`src/rtl/mem_port_arbiter.sv`:
```
// Shared main-memory port arbiter for IFU and LSU: fixed LSU priority with an
// IFU starvation guard and a per-transaction timeout, one transaction at a time.
module mem_port_arbiter #(
  parameter int ADDR_WIDTH     = 32,
  parameter int DATA_WIDTH     = 32,
  parameter int TIMEOUT_CYCLES = 16,
  parameter int STARVE_LIMIT   = 4
) (
  input  logic                  clock_in,
  input  logic                  reset_in,
  input  logic                  ifu_req_in,
  input  logic [ADDR_WIDTH-1:0] ifu_addr_in,
  output logic                  ifu_grant_out,
  output logic                  ifu_valid_out,
  output logic [DATA_WIDTH-1:0] ifu_data_out,
  input  logic                  lsu_req_in,
  input  logic                  lsu_we_in,
  input  logic [ADDR_WIDTH-1:0] lsu_addr_in,
  input  logic [DATA_WIDTH-1:0] lsu_wdata_in,
  output logic                  lsu_grant_out,
  output logic                  lsu_valid_out,
  output logic [DATA_WIDTH-1:0] lsu_data_out,
  output logic                  err_out,
  output logic [ADDR_WIDTH-1:0] mem_addr_out,
  output logic [DATA_WIDTH-1:0] mem_wdata_out,
  output logic                  mem_read_out,
  output logic                  mem_write_out,
  input  logic [DATA_WIDTH-1:0] mem_rdata_in,
  input  logic                  mem_valid_in,
  output logic                  busy_out,
  output logic                  timeout_flag_out
);

  typedef enum logic {ST_IDLE = 1'b0, ST_XFER = 1'b1} state_t;

  localparam int SW = $clog2(STARVE_LIMIT + 1);
  localparam int TW = (TIMEOUT_CYCLES > 2) ? $clog2(TIMEOUT_CYCLES) : 1;
  localparam logic [SW-1:0] STARVE_MAX = SW'(STARVE_LIMIT);
  localparam logic [TW-1:0] TMO_LAST   = TW'(TIMEOUT_CYCLES - 1);

  state_t                r_state, w_state_next;
  logic                  r_owner_lsu, w_owner_lsu_next;
  logic                  r_we, w_we_next;
  logic [ADDR_WIDTH-1:0] r_addr, w_addr_next;
  logic [DATA_WIDTH-1:0] r_wdata, w_wdata_next;
  logic [SW-1:0]         r_starve_cnt, w_starve_cnt_next;
  logic [TW-1:0]         r_tmo_cnt, w_tmo_cnt_next;
  logic                  r_ifu_grant, w_ifu_grant_next;
  logic                  r_lsu_grant, w_lsu_grant_next;
  logic                  r_ifu_valid, w_ifu_valid_next;
  logic                  r_lsu_valid, w_lsu_valid_next;
  logic                  r_err, w_err_next;
  logic [DATA_WIDTH-1:0] r_ifu_data, w_ifu_data_next;
  logic [DATA_WIDTH-1:0] r_lsu_data, w_lsu_data_next;
  logic                  r_mem_read, w_mem_read_next;
  logic                  r_mem_write, w_mem_write_next;
  logic                  r_tmo_flag, w_tmo_flag_next;

  logic w_lsu_win;
  logic w_ifu_win;

  // IFU overrides LSU priority only once it has lost STARVE_LIMIT times in a row.
  assign w_lsu_win = lsu_req_in && (!ifu_req_in || (r_starve_cnt < STARVE_MAX));
  assign w_ifu_win = ifu_req_in && !w_lsu_win;

  always_comb begin
    w_state_next      = r_state;
    w_owner_lsu_next  = r_owner_lsu;
    w_we_next         = r_we;
    w_addr_next       = r_addr;
    w_wdata_next      = r_wdata;
    w_starve_cnt_next = r_starve_cnt;
    w_tmo_cnt_next    = r_tmo_cnt;
    w_ifu_grant_next  = 1'b0;
    w_lsu_grant_next  = 1'b0;
    w_ifu_valid_next  = 1'b0;
    w_lsu_valid_next  = 1'b0;
    w_err_next        = 1'b0;
    w_ifu_data_next   = r_ifu_data;
    w_lsu_data_next   = r_lsu_data;
    w_mem_read_next   = r_mem_read;
    w_mem_write_next  = r_mem_write;
    w_tmo_flag_next   = r_tmo_flag;

    case (r_state)
      ST_IDLE: begin
        if (w_lsu_win) begin
          w_state_next     = ST_XFER;
          w_owner_lsu_next = 1'b1;
          w_we_next        = lsu_we_in;
          w_addr_next      = lsu_addr_in;
          w_wdata_next     = lsu_wdata_in;
          w_tmo_cnt_next   = '0;
          w_lsu_grant_next = 1'b1;
          w_mem_read_next  = !lsu_we_in;
          w_mem_write_next = lsu_we_in;
          if (ifu_req_in && (r_starve_cnt < STARVE_MAX)) begin
            w_starve_cnt_next = r_starve_cnt + 1'b1;
          end
        end else if (w_ifu_win) begin
          w_state_next      = ST_XFER;
          w_owner_lsu_next  = 1'b0;
          w_we_next         = 1'b0;
          w_addr_next       = ifu_addr_in;
          w_wdata_next      = '0;
          w_tmo_cnt_next    = '0;
          w_ifu_grant_next  = 1'b1;
          w_mem_read_next   = 1'b1;
          w_mem_write_next  = 1'b0;
          w_starve_cnt_next = '0;
        end
      end

      ST_XFER: begin
        // Completion takes precedence over a timeout landing on the same cycle.
        if (mem_valid_in || (r_tmo_cnt == TMO_LAST)) begin
          w_state_next     = ST_IDLE;
          w_mem_read_next  = 1'b0;
          w_mem_write_next = 1'b0;
          w_ifu_valid_next = !r_owner_lsu;
          w_lsu_valid_next = r_owner_lsu;
          if (!mem_valid_in) begin
            w_err_next      = 1'b1;
            w_tmo_flag_next = 1'b1;
          end
          if (!r_we) begin
            if (r_owner_lsu) begin
              w_lsu_data_next = mem_valid_in ? mem_rdata_in : '0;
            end else begin
              w_ifu_data_next = mem_valid_in ? mem_rdata_in : '0;
            end
          end
        end else begin
          w_tmo_cnt_next = r_tmo_cnt + 1'b1;
        end
      end

      default: w_state_next = ST_IDLE;
    endcase
  end

  always_ff @(posedge clock_in or negedge reset_in) begin
    if (!reset_in) begin
      r_state      <= ST_IDLE;
      r_owner_lsu  <= 1'b0;
      r_we         <= 1'b0;
      r_addr       <= '0;
      r_wdata      <= '0;
      r_starve_cnt <= '0;
      r_tmo_cnt    <= '0;
      r_ifu_grant  <= 1'b0;
      r_lsu_grant  <= 1'b0;
      r_ifu_valid  <= 1'b0;
      r_lsu_valid  <= 1'b0;
      r_err        <= 1'b0;
      r_ifu_data   <= '0;
      r_lsu_data   <= '0;
      r_mem_read   <= 1'b0;
      r_mem_write  <= 1'b0;
      r_tmo_flag   <= 1'b0;
    end else begin
      r_state      <= w_state_next;
      r_owner_lsu  <= w_owner_lsu_next;
      r_we         <= w_we_next;
      r_addr       <= w_addr_next;
      r_wdata      <= w_wdata_next;
      r_starve_cnt <= w_starve_cnt_next;
      r_tmo_cnt    <= w_tmo_cnt_next;
      r_ifu_grant  <= w_ifu_grant_next;
      r_lsu_grant  <= w_lsu_grant_next;
      r_ifu_valid  <= w_ifu_valid_next;
      r_lsu_valid  <= w_lsu_valid_next;
      r_err        <= w_err_next;
      r_ifu_data   <= w_ifu_data_next;
      r_lsu_data   <= w_lsu_data_next;
      r_mem_read   <= w_mem_read_next;
      r_mem_write  <= w_mem_write_next;
      r_tmo_flag   <= w_tmo_flag_next;
    end
  end

  assign ifu_grant_out    = r_ifu_grant;
  assign lsu_grant_out    = r_lsu_grant;
  assign ifu_valid_out    = r_ifu_valid;
  assign lsu_valid_out    = r_lsu_valid;
  assign ifu_data_out     = r_ifu_data;
  assign lsu_data_out     = r_lsu_data;
  assign err_out          = r_err;
  assign mem_addr_out     = r_addr;
  assign mem_wdata_out    = r_wdata;
  assign mem_read_out     = r_mem_read;
  assign mem_write_out    = r_mem_write;
  assign busy_out         = (r_state == ST_XFER);
  assign timeout_flag_out = r_tmo_flag;

endmodule

```
`config.mk`:
```
export PLATFORM = sky130hd
export DESIGN_NAME = mem_port_arbiter
export DESIGN_NICKNAME = d
export VERILOG_FILES = /design/src/rtl/mem_port_arbiter.sv
export SDC_FILE = /design/constraint.sdc
export NUM_CORES = 1
export LEC_CHECK = 0
export CORE_UTILIZATION = 45
export CTS_BUF_LIST = sky130_fd_sc_hd__clkbuf_4 sky130_fd_sc_hd__clkbuf_8 sky130_fd_sc_hd__clkbuf_16
export CTS_CLUSTER_DIAMETER = 30
export DETAILED_ROUTE_END_ITERATION = 10
export PLACE_DENSITY = 0.83
export SETUP_SLACK_MARGIN = 0.5
export SLEW_MARGIN = 10
export SYNTH_ARGS = -nofsm -noshare
export SYNTH_HDL_FRONTEND = slang
export SYNTH_SLANG_ARGS = --single-unit
```
`constraint.sdc`:
```
create_clock -name clock_in -period 2.3 [get_ports clock_in]
set_clock_uncertainty 0.15 [all_clocks]
set_input_delay 0.345 -clock clock_in [delete_from_list [all_inputs] [get_ports clock_in]]
set_output_delay 0.345 -clock clock_in [all_outputs]
set_load 0.02 [all_outputs]
```
==> results of run 1 <==
==> through the flow <==
stage,hold WS (ns),worst slack [ns]
after floorplan,-0.1006,0.6589
after global placement,0.1646,0.3752
after detailed placement,0.1697,0.3375
after CTS,0.2038,0.5093
after global routing,0.2242,0.5003
final,0.2266,0.5596
==> final timing paths <==
path | to | slack [ns] | cells after the start
setup / recovery | busy_out | 0.56 | 1
hold / removal | r_tmo_cnt[1]$_DFFE_PN0P_ | 0.23 | 4
setup reg to reg | lsu_data_out[16]$_DFFE_PN0P_ | 0.57 | 5
hold reg to reg | timeout_flag_out$_DFFE_PN0P_ | 0.32 | 1
max in group asynchronous | busy_out$_DFF_PN0_ | 1.05 | 3
min in group asynchronous | lsu_data_out[15]$_DFFE_PN0P_ | 0.29 | 2
==> flip-flops by register name, summed over array words and instances (netlist names) <==
signal,count
busy_out,1
err_out,1
ifu_data_out,32
ifu_grant_out,1
ifu_valid_out,1
lsu_data_out,32
lsu_grant_out,1
lsu_valid_out,1
mem_addr_out,32
mem_read_out,1
mem_wdata_out,32
mem_write_out,1
r_owner_lsu,1
r_starve_cnt,3
r_tmo_cnt,4
r_we,1
timeout_flag_out,1
==> timing repair <==
item	in CTS	in global routing
endpoints found under the setup margin	138	65
endpoints found under the hold margin	48	0
hold buffers	1	0
gates resized for setup	138	3
==> power groups by stage <==
| stage | combinational (mW) | sequential (mW) | clock (mW) |
|---|---|---|---|
| 2_1_floorplan | 1.38 | 5.26 | 0 |
| 3_3_place_gp | 5.02 | 4.13 | 0 |
| 3_5_place_dp | 5.13 | 4.19 | 0 |
| 4_1_cts | 4.50 | 4.14 | 3.03 |
| 5_1_grt | 4.81 | 4.26 | 3.15 |
| 6_report | 4.46 | 4.13 | 2.99 |
==> cells in the final DEF, fill, tap and decap left out, drive strengths merged, types with 21 or more instances in the layout <==
master / n
dfrtp: 146
a31oi: 33
o211ai: 34
buf: 21
dlygate4sd2: 136
clkbuf: 23
nand2: 70
a32o: 65
inv: 35
o21ai: 35
clkdlybuf4s50: 131
nor2: 35
==> cells by family after synthesis <==
| family | Yosys count | synth area share |
|---|---|---|
| adder cells (fa/ha/maj) | 2 | 0.004191 |
| AO/OA/AOI/OAI | 180 | 0.2324 |
| buffers and inverters | 85 | 0.06015 |
| multiplexers | 3 | 0.005449 |
| flip-flops | 146 | 0.6120 |
| AND/OR/NAND/NOR | 121 | 0.08573 |
==> area by class of cell <==
class / instances / area (sq um)
Clock inverter: 9 / 150.1
Timing Repair Buffer: 290 / 2751
Multi-Input combinational cell: 306 / 1957
Fill cell: 897 / 3412
Inverter: 35 / 131.4
Sequential cell: 146 / 3655
Tap cell: 172 / 215.2
Clock buffer: 23 / 501.7
==> per-layer routing <==
layer / GRT usage / share of wire / routed length [um] / vias up
met5: 0 / 0 / 0 / -
met4: 0.1046 / 0.020 / 350 / 0
met3: 0.09629 / 0.096 / 1671 / 28
met2: 0.4471 / 0.51 / 8859 / 258
met1: 0.2927 / 0.38 / 6563 / 2643
li1: - / - / - / 2487
==> results.yml, run 1 <==
outcome:
  status: "finished clean"
routing:
  dr.pass1.iters: 5
  wl_per_cell_um: 17.78
  dr.first_iter.drc_count: 426
  vias_per_cell: 5.521
  wl_um: 17440
  num_vias: 5416
  ant_nets: 0
  drc_errors: 0
cts:
  cts_buffer_depth: 2
  cts_tree: "done"
  root_buffer: "clkbuf_16"
  insertion_delay_ns: 0.41
  post_cts_buffers: 0
  clock_sinks: 146
  cts_buffers: 17
  clkSlewWorstSetupHoldPaths_ns: 0.06
  h-tree-depth: 4
synthesis:
  yosysSeqAreaShare: 0.6120
  synth_area_leader_cell: "dfrtp_1"
  ys_top_cells_by_count: "dfrtp_1, nand2_1, a32o_1"
  yosysUniqueCellTypes: 34
  synthTopCellsByArea: "dfrtp_1, a32o_1, nand2_1"
  synth-main-ff-cell: "dfrtp_1"
  synth_top_area_share: 0.6120
  yosysMostFrequentCell: "dfrtp_1"
  synth_area_per_cell_sq_um: 11.12
  yosysWarnings: 0
  syn_inst: 537
  yosys_register_bits: 146
  synth_area_sq_um: 5969
  async_flop_share: 1.000
  synth_edf_count: 0
  syn_nets: 673
pwr:
  clkPwrFrac: 0.258
  power_leakage_nw: 4.400
  pwr-share-seq: 0.357
  peakVddDrop_v: 0.0005840
  internal_power_mw: 7.406
  switching_share: 0.3605
  p_total_mw: 11.58
  p_per_area_nw_per_um2: 1237
  switchingPower_mw: 4.175
  power_frac_comb: 0.385
placed_design:
  dpl.hpwl_um: 12130
  globalplace.congestion: 0.7519
  placed_cell_area_sq_um: 8861
  io_buffer_count: 270
  dp_cells: 948
finish:
  stdcell_area_sq_um: 9361
  diodes: 0
  postLayoutCoreUtil: 0.7329
  final_cells: 981
  area_growth_pct: 56.82
  drive_gt1_frac: 0.07664
  final_nets: 932
sta:
  post-route-period-util: 0.7567
  fmax_mhz: 574.6
  relSlewSlack: 0.5666
  hold_viol: 0
  setup_tns_ns: 0
  finalCriticalPeriod_ns: 1.740
  slew_viol_final: 0
  worstMarginPinSlew_ns: 0.6501
  setup_viol: 0
  rsz0062_at_grt: "no"
setup_path:
  startpoint: "busy_out$_DFF_PN0_"
  worst_setup_path_start_kind: "register"
  cp.buffers_inverters: 1
  crit_arrival_ns: 1.25
  path_class: "register to output pin"
  path_delay_family: "flip-flops"
  worstPathRequired_ns: 1.80
  regToRegStartpoint: "r_tmo_cnt[0]$_DFFE_PN0P_"
  crit_fanout: 13
  slowest_delay_ns: 0.48
  endpoint_kind: "output pin"
  slowest_stage: "dfrtp_2"
  path_cells: "clkdlybuf4s15_1"
floorplan:
  die_w_um: 117.2
  rows: 41
  die_h_um: 117.2
  core_area_sq_um: 12770
  die_area_sq_um: 13730
  num_io_pins: 271
  initial_core_util: 0.4673
hold_path:
  hold_start: "mem_valid_in"
  hp-class: "primary input to register"
global_route:
  grt_pass1_wl_um: 26740
  grt_pass1_vias: 5338
  grt_usage: 0.2600
  grt_max_degree: 65
  grt.overflow.total: 0
  antenna_found_initial: 0
run:
  maxCapViolCount: 0
Note: power is estimated with default switching activity, not from simulation.
==> inputs of run 2 (changes only) <==
Settings changed: CORE_UTILIZATION 45 to 38, PLACE_DENSITY 0.83 to 0.74.
Clock period 2.3 ns to 1.6 ns, I/O delays scaled along.
==> run 2 against run 1 <==
  * Flip-flop and latch count unchanged
  * The flow now finishes with violations (setup timing)
  * Count of clock-buffer cells in the layout down 4
  * Largest power group unchanged
  * Largest cell class is now non-clock buffers
  * Critical path depth up 5
  * Register-to-register slack worse by 0.58 ns
  * Non-clock buffer count up 74
  * Via count up 7.9%
  * Core utilization down 2.8 points
  * First-iteration DRC count down 20%
==> results.yml, run 2 (synthesis gave the netlist of run 1 again) <==
pwr:
  power_frac_comb: 0.464
  internal_power_mw: 12.77
  switching_share: 0.3512
  switchingPower_mw: 6.910
  power_leakage_nw: 4.875
  pwr-share-seq: 0.321
  peakVddDrop_v: 0.0008210
  p_per_area_nw_per_um2: 1830
  clkPwrFrac: 0.215
floorplan:
  num_io_pins: 271
  die_w_um: 127.3
  core_area_sq_um: 15260
  initial_core_util: 0.3912
  die_area_sq_um: 16210
  die_h_um: 127.3
  rows: 45
routing:
  num_vias: 5845
  wl_per_cell_um: 18.34
  wl_um: 20100
  dr.pass1.iters: 4
  vias_per_cell: 5.333
  drc_errors: 0
  ant_nets: 0
  dr.first_iter.drc_count: 342
setup_path:
  worst_setup_path_start_kind: "register"
  crit_fanout: 5
  path_class: "register to register"
  worstPathRequired_ns: 1.78
  endpoint_kind: "register"
  crit_arrival_ns: 1.80
hold_path:
  hp-class: "primary input to register"
cts:
  cts_buffers: 17
  cts_tree: "done"
  h-tree-depth: 4
  clkSlewWorstSetupHoldPaths_ns: 0.06
  cts_buffer_depth: 2
  insertion_delay_ns: 0.42
  clock_sinks: 146
  root_buffer: "clkbuf_16"
sta:
  fmax_mhz: 619.5
  setup_viol: 2
  hold_viol: 0
  worstMarginPinSlew_ns: 0.3375
  post-route-period-util: 1.009
  rsz0062_at_grt: "yes"
  relSlewSlack: 0.7750
  finalCriticalPeriod_ns: 1.614
  slew_viol_final: 0
  timing.final.ws_setup_ns: -0.01420
placed_design:
  globalplace.congestion: 0.8124
  dp_cells: 998
  dpl.hpwl_um: 12430
  dp_slack_ns: -0.2767
  io_buffer_count: 270
finish:
  postLayoutCoreUtil: 0.7046
  diodes: 0
  final_cell_mix: "buf_6, dfrtp_1, clkdlybuf4s50_1, nand2_1, a32o_1"
  drive_gt1_frac: 0.3435
  final_nets: 1008
  final_cells: 1096
  area_growth_pct: 80.11
  layout_commonest_cell: "buf_6"
global_route:
  grt_pass1_wl_um: 29570
  grt_pass1_vias: 5815
  grt.overflow.total: 0
  antenna_found_initial: 0
  grt_usage: 0.2369
  grt_max_degree: 65
outcome:
  status: "finished with violations"
  violations: "setup timing"
run:
  maxCapViolCount: 0
[run 2: critical path: stages (launching register included)]
cell and delay [ns]:
dfrtp_2 0.47, buf_12 0.15, o21ba_4 0.30, buf_6 0.15
buf_16 0.12, nor2_1 0.04, a31oi_1 0.15
[run 2: final cells by class]
type	instances	area, sq um
Clock buffer	19	446.7
Fill cell	1063	4507
Tap cell	211	264.0
Multi-Input combinational cell	308	2146
Inverter	35	131.4
Clock inverter	13	183.9
Timing Repair Buffer	364	3920
Sequential cell	146	3660
[run 2: timing repair]
| action | 4_1_cts | 5_1_grt |
|---|---|---|
| pin swaps | 1 | 12 |
| hold buffers | 1 | 0 |
| buffers inserted | 44 | 11 |
| gates cloned | 3 | 7 |
| setup endpoints to repair | 283 | 328 |
| resized for setup | 837 | 46 |
| endpoints found under the hold margin | 146 | 0 |
[run 2: per-stage QoR]
step / hold slack, ns / total power [mW] / TNS, ns / instance area, sq um
2_1_floorplan: -0.2056 / 9.754 / 0 / 6148
3_3_place_gp: -0.005143 / 13.32 / -10.78 / 9091
3_5_place_dp: -0.002523 / 13.55 / -15.44 / 9091
4_1_cts: 0.1347 / 19.15 / 0 / 10370
5_1_grt: 0.1547 / 20.60 / -1.615 / 10750
6_report: 0.1625 / 19.68 / -0.01601 / 10750
[run 2: worst paths after layout]
kind	startpoint	end	slack [ns]	depth (start not counted)
max	busy_out$_DFF_PN0_	mem_addr_out[24]$_DFFE_PN0P_	-0.01	6
min	mem_valid_in	err_out$_DFF_PN0_	0.16	3
max reg2reg	busy_out$_DFF_PN0_	mem_addr_out[24]$_DFFE_PN0P_	-0.01	6
min reg2reg	timeout_flag_out$_DFFE_PN0P_	timeout_flag_out$_DFFE_PN0P_	0.35	1
max in group asynchronous	reset_in	mem_addr_out[1]$_DFFE_PN0P_	0.57	3
min in group asynchronous	reset_in	lsu_data_out[24]$_DFFE_PN0P_	0.18	2
[run 2: routing by layer]
layer	global-route usage	up-vias	wire length (um)
met2	0.4086	272	10410
met5	0	-	0
li1	-	2631	-
met4	0.09174	0	380
met1	0.2746	2914	7705
met3	0.07454	28	1601
[run 2: power by group through the flow]
| stage | clock [mW] | combinational (mW) | sequential [mW] |
|---|---|---|---|
| floorplan | 0 | 2.18 | 7.57 |
| global placement | 0 | 7.35 | 5.97 |
| detailed placement | 0 | 7.50 | 6.05 |
| CTS | 4.29 | 8.61 | 6.25 |
| global route | 4.48 | 9.63 | 6.49 |
| finish | 4.23 | 9.13 | 6.32 |
==> inputs of run 3 (changes only) <==
Settings changed: ABC_CLOCK_PERIOD_IN_PS from default to 1600, SLEW_MARGIN 10 to 5.
==> results of run 3 <==
Same layout as run 2: the final DEF is identical, and so are final timing and power.
